<file path="src/rtl/quad_encoder_counter_if.sv">
// Encoder-side bus of quad_encoder_counter: control inputs, raw phases and
// the decoded position/status outputs. The clock and reset stay plain ports.
interface quad_encoder_counter_if #(
    parameter int CNT_W = 8
);
    logic             en;
    logic             clr;
    logic             rotA;
    logic             rotB;
    logic [CNT_W-1:0] pos;
    logic             dir;
    logic             step;
    logic             err;

    // Master drives the controls and the encoder pins and observes the position.
    modport master (output en, clr, rotA, rotB, input pos, dir, step, err);
    // Slave is the decoder itself.
    modport slave  (input en, clr, rotA, rotB, output pos, dir, step, err);
endinterface

</file>
<file path="src/rtl/quad_encoder_counter.sv">
// Quadrature rotary-encoder decoder with a bounded detent counter.
// The raw phases are synchronised, glitch-filtered and decoded. Valid moves
// accumulate in a signed sub-detent counter. Each full detent steps pos up
// or down, either saturating or wrapping at the configured limits.
module quad_encoder_counter #(
    parameter int CNT_W       = 8,
    parameter int SYNC_STAGES = 2,
    parameter int FILT_CYCLES = 4,
    parameter int CPD         = 4,
    parameter int WRAP        = 0,
    parameter int CNT_MIN     = 0,
    parameter int CNT_MAX     = 255,
    parameter int POS_INIT    = 0
) (
    input  logic                   clk,
    input  logic                   rst,
    quad_encoder_counter_if.slave  bus
);

    // Phase pair state, written {A,B}.
    typedef enum logic [1:0] {
        Q00 = 2'b00,
        Q01 = 2'b01,
        Q10 = 2'b10,
        Q11 = 2'b11
    } quad_t;

    localparam int SUB_W = 4;  // holds -4..+4 for every legal CPD
    localparam int FCW   = (FILT_CYCLES > 0) ? $clog2(FILT_CYCLES + 1) : 1;

    localparam logic [CNT_W-1:0]        MIN_V   = CNT_W'(CNT_MIN);
    localparam logic [CNT_W-1:0]        MAX_V   = CNT_W'(CNT_MAX);
    localparam logic [CNT_W-1:0]        INIT_V  = CNT_W'(POS_INIT);
    localparam logic signed [SUB_W-1:0] SUB_TOP = SUB_W'(CPD);
    localparam logic signed [SUB_W-1:0] SUB_BOT = -SUB_TOP;

    logic [SYNC_STAGES-1:0][1:0] sync_q;
    logic [1:0]                  synced;
    logic [1:0]                  filt;

    quad_t                   state_q, state_d, cur;
    logic signed [SUB_W-1:0] sub_q, sub_d, sub_sum, move;
    logic [CNT_W-1:0]        pos_q, pos_d, pos_up, pos_dn;
    logic                    dir_q, dir_d;
    logic                    step_q, step_d;
    logic                    err_q, err_d;
    logic                    illegal;

    // Shift both raw phases through the synchroniser chain.
    // NOTE: flops use non-blocking (<=) so all stages update from pre-edge values.
    // NOTE: every synchroniser stage is reset, because the reset state of the whole decode path is defined as 00.
    always_ff @(posedge clk or posedge rst) begin
        if (rst) begin
            sync_q <= '0;
        end else if (SYNC_STAGES > 1) begin
            sync_q <= {sync_q[SYNC_STAGES-2:0], {bus.rotA, bus.rotB}};
        end else begin
            sync_q <= {bus.rotA, bus.rotB};
        end
    end

    assign synced = sync_q[SYNC_STAGES-1];

    generate
        if (FILT_CYCLES == 0) begin : g_nofilt
            assign filt = synced;
        end else begin : g_filt
            localparam logic [FCW-1:0] FILT_LAST = FCW'(FILT_CYCLES - 1);
            for (genvar p = 0; p < 2; p++) begin : g_phase
                logic [FCW-1:0] cnt_q;
                logic           filt_q;

                // Accept a new level only after FILT_CYCLES consecutive disagreeing cycles.
                always_ff @(posedge clk or posedge rst) begin
                    if (rst) begin
                        cnt_q  <= '0;
                        filt_q <= 1'b0;
                    end else if (synced[p] == filt_q) begin
                        cnt_q  <= '0;
                    end else if (cnt_q == FILT_LAST) begin
                        cnt_q  <= '0;
                        filt_q <= synced[p];
                    end else begin
                        cnt_q  <= cnt_q + 1'b1;
                    end
                end

                assign filt[p] = filt_q;
            end
        end
    endgenerate

    assign cur = quad_t'(filt);

    // Classify the previous -> current phase pair as CW, CCW, idle or illegal.
    // NOTE: every always_comb output gets a default first so no path can infer a latch.
    always_comb begin
        move    = '0;
        illegal = 1'b0;
        case ({state_q, cur})
            {Q00, Q10}, {Q10, Q11}, {Q11, Q01}, {Q01, Q00}: move = SUB_W'(1);
            {Q00, Q01}, {Q01, Q11}, {Q11, Q10}, {Q10, Q00}: move = -SUB_W'(1);
            {Q00, Q11}, {Q11, Q00}, {Q01, Q10}, {Q10, Q01}: illegal = 1'b1;
            default: ;
        endcase
    end

    // Bounded +/-1. The limit is checked before the increment, so the counter never overflows.
    assign pos_up  = (pos_q >= MAX_V) ? ((WRAP != 0) ? MIN_V : pos_q) : pos_q + 1'b1;
    assign pos_dn  = (pos_q <= MIN_V) ? ((WRAP != 0) ? MAX_V : pos_q) : pos_q - 1'b1;
    assign sub_sum = sub_q + move;

    // Next-state logic: accumulate moves, complete detents, and apply clr over everything but the step.
    always_comb begin
        state_d = cur;
        sub_d   = sub_q;
        pos_d   = pos_q;
        dir_d   = dir_q;
        step_d  = 1'b0;
        err_d   = err_q;
        if (bus.en) begin
            if (illegal) begin
                err_d = 1'b1;
                sub_d = '0;
            end else if (move != '0) begin
                if (sub_sum == SUB_TOP) begin
                    step_d = 1'b1;
                    dir_d  = 1'b1;
                    sub_d  = '0;
                    pos_d  = pos_up;
                end else if (sub_sum == SUB_BOT) begin
                    step_d = 1'b1;
                    dir_d  = 1'b0;
                    sub_d  = '0;
                    pos_d  = pos_dn;
                end else begin
                    sub_d  = sub_sum;
                end
            end
        end
        if (bus.clr) begin
            pos_d = INIT_V;
            sub_d = '0;
            err_d = 1'b0;
        end
    end

    // Register the decode state, the accumulator and the visible outputs.
    always_ff @(posedge clk or posedge rst) begin
        if (rst) begin
            state_q <= Q00;
            sub_q   <= '0;
            pos_q   <= INIT_V;
            dir_q   <= 1'b0;
            step_q  <= 1'b0;
            err_q   <= 1'b0;
        end else begin
            state_q <= state_d;
            sub_q   <= sub_d;
            pos_q   <= pos_d;
            dir_q   <= dir_d;
            step_q  <= step_d;
            err_q   <= err_d;
        end
    end

    assign bus.pos  = pos_q;
    assign bus.dir  = dir_q;
    assign bus.step = step_q;
    assign bus.err  = err_q;

endmodule

</file>
<file path="src/flat_wrapper.sv">
// flat-port wrapper written by rule: the top's interface ports become plain ports
module quad_encoder_counter_flat 
#(
    parameter int CNT_W       = 8,
    parameter int SYNC_STAGES = 2,
    parameter int FILT_CYCLES = 4,
    parameter int CPD         = 4,
    parameter int WRAP        = 0,
    parameter int CNT_MIN     = 0,
    parameter int CNT_MAX     = 255,
    parameter int POS_INIT    = 0
)
  (clk, rst, bus_en, bus_clr, bus_rotA, bus_rotB, bus_pos, bus_dir, bus_step, bus_err);
  quad_encoder_counter_if #(.CNT_W(CNT_W)) bus_i ();
  input  logic clk;
  input  logic rst;
  input wire logic [$bits(bus_i.en)-1:0] bus_en;
  input wire logic [$bits(bus_i.clr)-1:0] bus_clr;
  input wire logic [$bits(bus_i.rotA)-1:0] bus_rotA;
  input wire logic [$bits(bus_i.rotB)-1:0] bus_rotB;
  output wire logic [$bits(bus_i.pos)-1:0] bus_pos;
  output wire logic [$bits(bus_i.dir)-1:0] bus_dir;
  output wire logic [$bits(bus_i.step)-1:0] bus_step;
  output wire logic [$bits(bus_i.err)-1:0] bus_err;
  assign bus_i.en = bus_en;
  assign bus_i.clr = bus_clr;
  assign bus_i.rotA = bus_rotA;
  assign bus_i.rotB = bus_rotB;
  assign bus_pos = bus_i.pos;
  assign bus_dir = bus_i.dir;
  assign bus_step = bus_i.step;
  assign bus_err = bus_i.err;
  quad_encoder_counter #(.CNT_W(CNT_W), .SYNC_STAGES(SYNC_STAGES), .FILT_CYCLES(FILT_CYCLES), .CPD(CPD), .WRAP(WRAP), .CNT_MIN(CNT_MIN), .CNT_MAX(CNT_MAX), .POS_INIT(POS_INIT)) u_core (.clk(clk), .rst(rst), .bus(bus_i));
endmodule
</file>
<file path="config.mk">
export PLATFORM = sky130hd
export DESIGN_NAME = quad_encoder_counter_flat
export DESIGN_NICKNAME = d
export VERILOG_FILES = /design/src/rtl/quad_encoder_counter_if.sv /design/src/rtl/quad_encoder_counter.sv /design/src/flat_wrapper.sv
export SDC_FILE = /design/constraint.sdc
export NUM_CORES = 1
export LEC_CHECK = 0
export ABC_AREA = 1
export CELL_PAD_IN_SITES_DETAIL_PLACEMENT = 0
export CELL_PAD_IN_SITES_GLOBAL_PLACEMENT = 1
export CORE_MARGIN = 1.5
export CORE_UTILIZATION = 43
export DETAILED_ROUTE_END_ITERATION = 16
export GPL_TIMING_DRIVEN = 0
export PLACE_DENSITY_LB_ADDON = 0.08
export SLEW_MARGIN = 20
export SYNTH_ARGS = -nofsm -noshare
export SYNTH_HDL_FRONTEND = slang
export SYNTH_SLANG_ARGS = --single-unit
</file>
<file path="constraint.sdc">
create_clock -name clk -period 3.6 [get_ports clk]
set_input_delay 1.08 -clock clk [delete_from_list [all_inputs] [get_ports clk]]
set_output_delay 1.08 -clock clk [all_outputs]
set_load 0.02 [all_outputs]
</file>
==> run metrics <==
Hold Vio Cnt, Final=0; Post-Place Worst Slack=0.0270 ns; post-layout net count=258; Setup violations, final=0; cell area after technology mapping=1780 µm²; EDFF count, synth=0; count of nets left with antenna violations after detail routing=0; total clock buffers created by CTS=5; Avg Inst Size Synth=8.64 µm²; Achievable Freq=0.299 GHz; total iterations of the first detailed-routing run=4; Crit path arrival time=3.52 ns; library cell occupying the most area in the post-synthesis netlist=sky130_fd_sc_hd__dfrtp_1; Synth Warn #=0; Vias/cell=5.06; share of post-route cells with drive strength above 1=18.8%; number of instances in the synthesized netlist=206; post-synthesis cell type count=34; fraction of the cycle the final worst path needs=92.9%; antenna diode instance count=0; clock root buffer master=sky130_fd_sc_hd__clkbuf_8; relative slew slack=60.1%; number of global-route vias before repair=1291; first-pass GRT wire length=5760 µm; buffer levels on the longest clock path=2; start of the worst register-to-register path=u_core.g_filt.g_phase[0].filt_q; total overflow reported by the global router=0; worst min-delay path startpoint=u_core.sync_q[0]; met1 Resource Use GR=23.0%; Worst R2R Path Depth=19; startpoint kind of the worst setup timing path=flop; total number of clock tree sinks=29; global routing usage on met2=26.4%; largest net degree at the start of global routing=30; global placement routability congestion=0.816; clock-pin transition on the worst setup and hold timing paths=0.06 ns; critical setup path kind=reg2reg; Worst Setup Slack, final=0.256 ns; core area=4000 µm²; syn nets=225; Period minus WS final=3.34 ns; Die X=67.3 µm; largest cells by area after synthesis=sky130_fd_sc_hd__dfrtp_1, sky130_fd_sc_hd__nand2_1, sky130_fd_sc_hd__ha_1; max-cap violation count=0; GR Util met3=4.00%; path category of the worst min-delay check=reg2reg; number of primary I/O pins=17; total number of vias=1467; site row count=23; predominant post-synthesis flop cell=sky130_fd_sc_hd__dfrtp_1; post-DR wirelength/cell=12.5 µm; cell depth of the worst min-delay path=0; Routed WL=3610 µm; Setup Skew=0.00284 ns; Hold Buf Count CTS=0; required time at the worst-slack endpoint=3.77 ns; worst-path maximum fanout=5; number of buffers added on ports=15; TritonCTS clock tree=yes; proportion of synthesized chip area in sequential cells=40.8%; share of flip-flops with an asynchronous set or reset after synthesis=100%; Syn-to-layout area delta=27.3%; Synth top area share=40.8%; antenna violations before repair=0; starting density of the core=44.5%; worst slew pin tran=0.597 ns; Worst Hold Path EP=u_core.synced[0]; all-layer global routing usage=17.2%; Clk Latency, worst-skew pair=0.28 ns; drt drc=0; aggregate negative setup slack=0 ns; die outline height=67.3 µm; run status=finished clean; Die Footprint=4540 µm²; GRT busiest layer=met2; Initial DRC Count=39; Critical Path End Type=flop; number of pins with negative max-slew slack in the final report=0; register-to-register setup slack=0.26 ns; Detail Placement HPWL=2640 µm; FF-to-FF End=u_core.bus.pos[6]; synthesis-stage register bit count=29; CTS H-Tree Depth=2
==> worst max-delay path, stage by stage, from the launching register on <==
cell	delay, ns
sky130_fd_sc_hd__dfrtp_1	0.37
sky130_fd_sc_hd__buf_4	0.17
sky130_fd_sc_hd__xnor2_4	0.14
sky130_fd_sc_hd__xnor2_2	0.18
sky130_fd_sc_hd__ha_2	0.20
sky130_fd_sc_hd__inv_1	0.05
sky130_fd_sc_hd__fa_1	0.35
sky130_fd_sc_hd__inv_1	0.08
sky130_fd_sc_hd__or2_1	0.13
sky130_fd_sc_hd__nand2_2	0.07
sky130_fd_sc_hd__nor2_4	0.18
sky130_fd_sc_hd__nand3_4	0.18
sky130_fd_sc_hd__ha_4	0.29
sky130_fd_sc_hd__buf_4	0.14
sky130_fd_sc_hd__a21oi_1	0.19
sky130_fd_sc_hd__o221ai_1	0.16
sky130_fd_sc_hd__xnor2_1	0.17
sky130_fd_sc_hd__nor2_1	0.05
sky130_fd_sc_hd__nand2_1	0.08
sky130_fd_sc_hd__nand2_1	0.04
==> how the worst max path moves through the flow <==
stage / start / to / slack [ns] / cells past startpoint
final: u_core.g_filt.g_phase[0].filt_q / u_core.bus.pos[6] / 0.26 / 19
after global routing: u_core.g_filt.g_phase[0].filt_q / u_core.bus.pos[7] / -0.01 / 23
after CTS: u_core.g_filt.g_phase[0].filt_q / u_core.bus.pos[7] / 0.04 / 21
after detailed placement: u_core.g_filt.g_phase[0].filt_q / u_core.bus.pos[7] / 0.03 / 21
after global placement: u_core.g_filt.g_phase[0].filt_q / u_core.bus.pos[7] / 0.09 / 21
after floorplan: u_core.g_filt.g_phase[0].filt_q / u_core.bus.pos[7] / 0.40 / 21
==> layout by cell type, fill, tap and decap left out, drive strengths merged <==
master	n
mux2	1
o22ai	2
nor3	4
nand2	50
o21ai	4
xnor2	10
nor2	18
buf	13
nor3b	1
a21oi	7
or2	1
nor4	2
dfrtp	29
ha	11
fa	2
clkbuf	7
a21o	1
o221ai	1
xor2	1
clkinvlp	1
inv	29
clkdlybuf4s50	15
and2	1
bufinv	1
nand4	8
o31ai	1
nand3	18
a311oi	1
==> metrics by stage <==
stage	std cells	utilization (%)	hold WS, ns	cell area, µm²
6_report	290	56.7	0.348	2270
5_1_grt	290	56.7	0.372	2270
4_1_cts	279	52.9	0.349	2120
3_5_place_dp	271	49.8	0.335	1990
3_3_place_gp	271	49.8	0.334	1990
2_1_floorplan	206	-	0.331	1780
==> routing by layer <==
metal	vias up	wire length, µm
met5	-	0
met4	0	72
met3	8	138
met2	31	1710
met1	688	1690
li1	740	-
==> registers in the layout (all words and copies together) (netlist names) <==
register / count
u_core.state_q: 2
u_core.bus.pos: 8
u_core.bus.err: 1
u_core.bus.dir: 1
u_core.synced: 2
u_core.g_filt.g_phase.cnt_q: 6
u_core.sub_q: 4
u_core.bus.step: 1
u_core.g_filt.g_phase.filt_q: 2
u_core.sync_q: 2
==> kinds of logic (layout without fill, tap and decap cells) <==
group | after synthesis | in the layout | share of synthesized area, %
xor+xnor | 11 | 11 | 5.83
fa+ha+maj | 13 | 13 | 9.98
buf+inv | 33 | 66 | 7.59
compound gates | 17 | 17 | 5.62
simple gates | 102 | 103 | 29.6
flops | 29 | 29 | 40.8
mux | 1 | 1 | 0.632
==> synth_stat cells (3+ instances only) <==
cell / count
sky130_fd_sc_hd__nand4_1: 8
sky130_fd_sc_hd__nand2_1: 43
sky130_fd_sc_hd__xnor2_1: 9
sky130_fd_sc_hd__nand3_1: 14
sky130_fd_sc_hd__nor2_1: 16
sky130_fd_sc_hd__inv_1: 29
sky130_fd_sc_hd__ha_1: 11
sky130_fd_sc_hd__a21oi_1: 7
sky130_fd_sc_hd__dfrtp_1: 29
sky130_fd_sc_hd__nand2_2: 5
sky130_fd_sc_hd__o21ai_0: 4
sky130_fd_sc_hd__nor3_1: 3
==> what timing repair did <==
| action | CTS | global route |
|---|---|---|
| resized for setup | 1 | 10 |
| endpoints found under the setup margin | 1 | 4 |
| pin swaps | 0 | 9 |
| buffers inserted | 0 | 10 |
| gates cloned | 0 | 1 |
==> layout make-up <==
| cell class | count | area [µm²] |
|---|---|---|
| plain buffers | 4 | 26.3 |
| clock buffers | 6 | 82.6 |
| clock inverters | 2 | 37.5 |
| fillers | 357 | 1730 |
| inverters | 29 | 109 |
| multi-input cells | 145 | 998 |
| flip-flops and latches | 29 | 726 |
| well taps | 50 | 62.6 |
| repair buffers | 25 | 225 |
Power is left out: the tool's default activity adds up to more than one toggle a clock period on the data nets, which glitch-free logic cannot reach.
==> edit, RTL diff (same settings) <==
`FILT_CYCLES` is set to 4 in 2 places; all go to 16.
--- a/src/rtl/quad_encoder_counter.sv
+++ b/src/rtl/quad_encoder_counter.sv
@@ -5,7 +5,7 @@
 module quad_encoder_counter #(
     parameter int CNT_W       = 8,
     parameter int SYNC_STAGES = 2,
-    parameter int FILT_CYCLES = 4,
+    parameter int FILT_CYCLES = 16,
     parameter int CPD         = 4,
     parameter int WRAP        = 0,
     parameter int CNT_MIN     = 0,
--- a/src/flat_wrapper.sv
+++ b/src/flat_wrapper.sv
@@ -3,7 +3,7 @@
 #(
     parameter int CNT_W       = 8,
     parameter int SYNC_STAGES = 2,
-    parameter int FILT_CYCLES = 4,
+    parameter int FILT_CYCLES = 16,
     parameter int CPD         = 4,
     parameter int WRAP        = 0,
     parameter int CNT_MIN     = 0,
Behaviour: not the same (Yosys sat finds a counterexample within 10 cycles, from zero or initial values and one cycle with rst high).
==> edit against the unedited design <==
Utilization down 1.5 points. Worst hold slack improved by 0.0014 ns. First-iteration DRC count increased by 51%. Synthesized area up 5.7%. Wire length shrank 3.3%. Sequential cell count is 4 higher. Count of clock-buffer cells in the layout did not move. Setup slack lost 0.046 ns. Cell area rose by 0.22%.
Power is left out: it rests on default switching activity, and per cell area and clock period it moved more than threefold.
==> edit: results (changes against the unedited design) <==
| Metric | Value |
|---|---|
| Worst-skew pair later-pin latency | 0.28 ns (about the same) |
| R2R cell count | 17 (-2) |
| Clock Pin Slew Worst Setup and Hold Paths | roughly 0.070 ns |
| Largest net degree at the start of global routing | 34 (+13%) |
| First-pass GRT wire length | 6290 um (+9.2%) |
| DP Wirelength | 2600 um (-1.2%) |
| CP arrival | 3.56 ns (+0.04 ns) |
| Routability cong. | 0.774 (-5.1%) |
| Synth Area per Inst | 8.92 um2 (+3.2%) |
| Clk_skew | 0.00616 ns (+0.00332 ns) |
| Synth area leaders | dfrtp_1, ha_1, nand2_1 |
| Diodes inserted | 0 (unchanged) |
| Initial DRC count | 59 (+51%) |
| Post-synthesis sequential area ratio | 43.9% (+3.1 points) |
| Post-Place Cells | 277 (+2.2%) |
| CTS Buffer Depth | 2 (unchanged) |
| DR vias/cell | 5.00 (-1.1%) |
| Run status | finished clean |
| Global Route Usage Sum | 16.2% (-1.1 points) |
| DRC | 0 (unchanged) |
| Reg2Reg Setup Slack | 0.21 ns (-0.05 ns) |
| Worst Path Max Fanout | 10 (+5) |
| Max_slew headroom | 54.5% (-5.7 points) |
| Async S/R FF share, synth | 100% (unchanged) |
| Final wirelength | 3490 um (-3.3%) |
| Max FFs per register | 10 (+2) |
| Final cell count without fillers | 288 (-0.69%) |
| Share of layout cells above drive strength 1 | 13.4% (-5.3 points) |
| Port bufs | 16 (+1) |
| Number of global-route vias before repair | 1510 (+17%) |
| Layout Nets | 256 (-0.78%) |
| Post-synth top cells | dfrtp_1, nand2_1, inv_1, a21oi_1, nand3_1 |
| Syn_nets | 230 (+2.2%) |
| Placement Cell Area | 2100 um2 (+5.6%) |
| Number of distinct library cells after synthesis | 29 (-15%) |
edit: changes by cell type after synthesis, sizes merged, moves of 2 or more:
cell,change
nand2,-12
o21ai,+9
a21oi,+8
xor2,+7
dfrtp,+4
nand4,-4
xnor2,-3
and3,+2
inv,+2
nand3b,+2
nor2,-2
edit: per-stage QoR:
stage	hold slack (ns)	setup slack, ns	setup TNS (ns)
after detailed placement	0.335	0.0550	0
after global placement	0.334	0.0947	0
final	0.349	0.211	0
after global routing	0.361	-0.0386	-0.0386
after CTS	0.351	0.0281	0
after floorplan	0.331	0.395	0
edit: final cells by class:
class	instances	area, um2
flip-flops and latches	33	826
fillers	376	1840
plain buffers	3	27.5
repair buffers	19	183
inverters	31	116
well taps	50	62.6
multi-input cells	144	937
clock inverters	2	37.5
clock buffers	6	82.6
edit: cells by family (layout without fill, tap and decap cells):
logic type                 count (synthesis)  in the layout  synth area share, %
AOI/OAI and AO/OA                         31             31                 8.51
and+or+nand+nor                           85             85                 23.1
xor gates and xnor gates                  15             15                 7.38
DFF                                       33             33                 43.9
adders and majority gates                 13             13                 9.44
buffers and inverters                     34             61                 7.65
edit: final timing paths:
path,startpoint,endpoint
max reg2reg,u_core.g_filt.g_phase[0].filt_q$_DFFE_PP0P_,u_core.bus.pos[6]$_DFFE_PP0P_
max,u_core.g_filt.g_phase[0].filt_q$_DFFE_PP0P_,u_core.bus.pos[6]$_DFFE_PP0P_
max in group asynchronous,rst,u_core.bus.pos[2]$_DFFE_PP0P_
min reg2reg,u_core.sync_q[0]$_DFF_PP0_,u_core.synced[0]$_DFF_PP0_
min in group asynchronous,rst,u_core.g_filt.g_phase[1].cnt_q[1]$_DFF_PP0_
min,u_core.sync_q[0]$_DFF_PP0_,u_core.synced[0]$_DFF_PP0_
edit: worst max-delay path, stage by stage (launching register included):
cell	delay, ns
dfrtp_1	0.39
buf_6	0.14
xor2_1	0.22
xnor2_2	0.15
ha_1	0.20
inv_1	0.06
fa_1	0.49
nand2_1	0.11
nor2_4	0.17
nand3_4	0.18
ha_1	0.37
a21oi_1	0.17
o21ai_1	0.12
nand2_1	0.08
nand2_1	0.05
a21oi_1	0.15
xor2_1	0.16
o21ai_1	0.08
edit: repair_timing:
action | CTS | global route
hold endpoints to repair | 0 | 0
hold buffers | 0 | 0
endpoints found under the setup margin | 0 | 3
resized for setup | 0 | 4
buffers inserted | 0 | 3
edit: layer usage:
metal / track usage [%] / part of all wire, % / vias up
li1: - / - / 740
met1: 18.5 / 46 / 673
met2: 29.3 / 49 / 23
met3: 4.53 / 4.2 / 5
met5: 0 / 0 / -
met4: 4.79 / 1.2 / 0
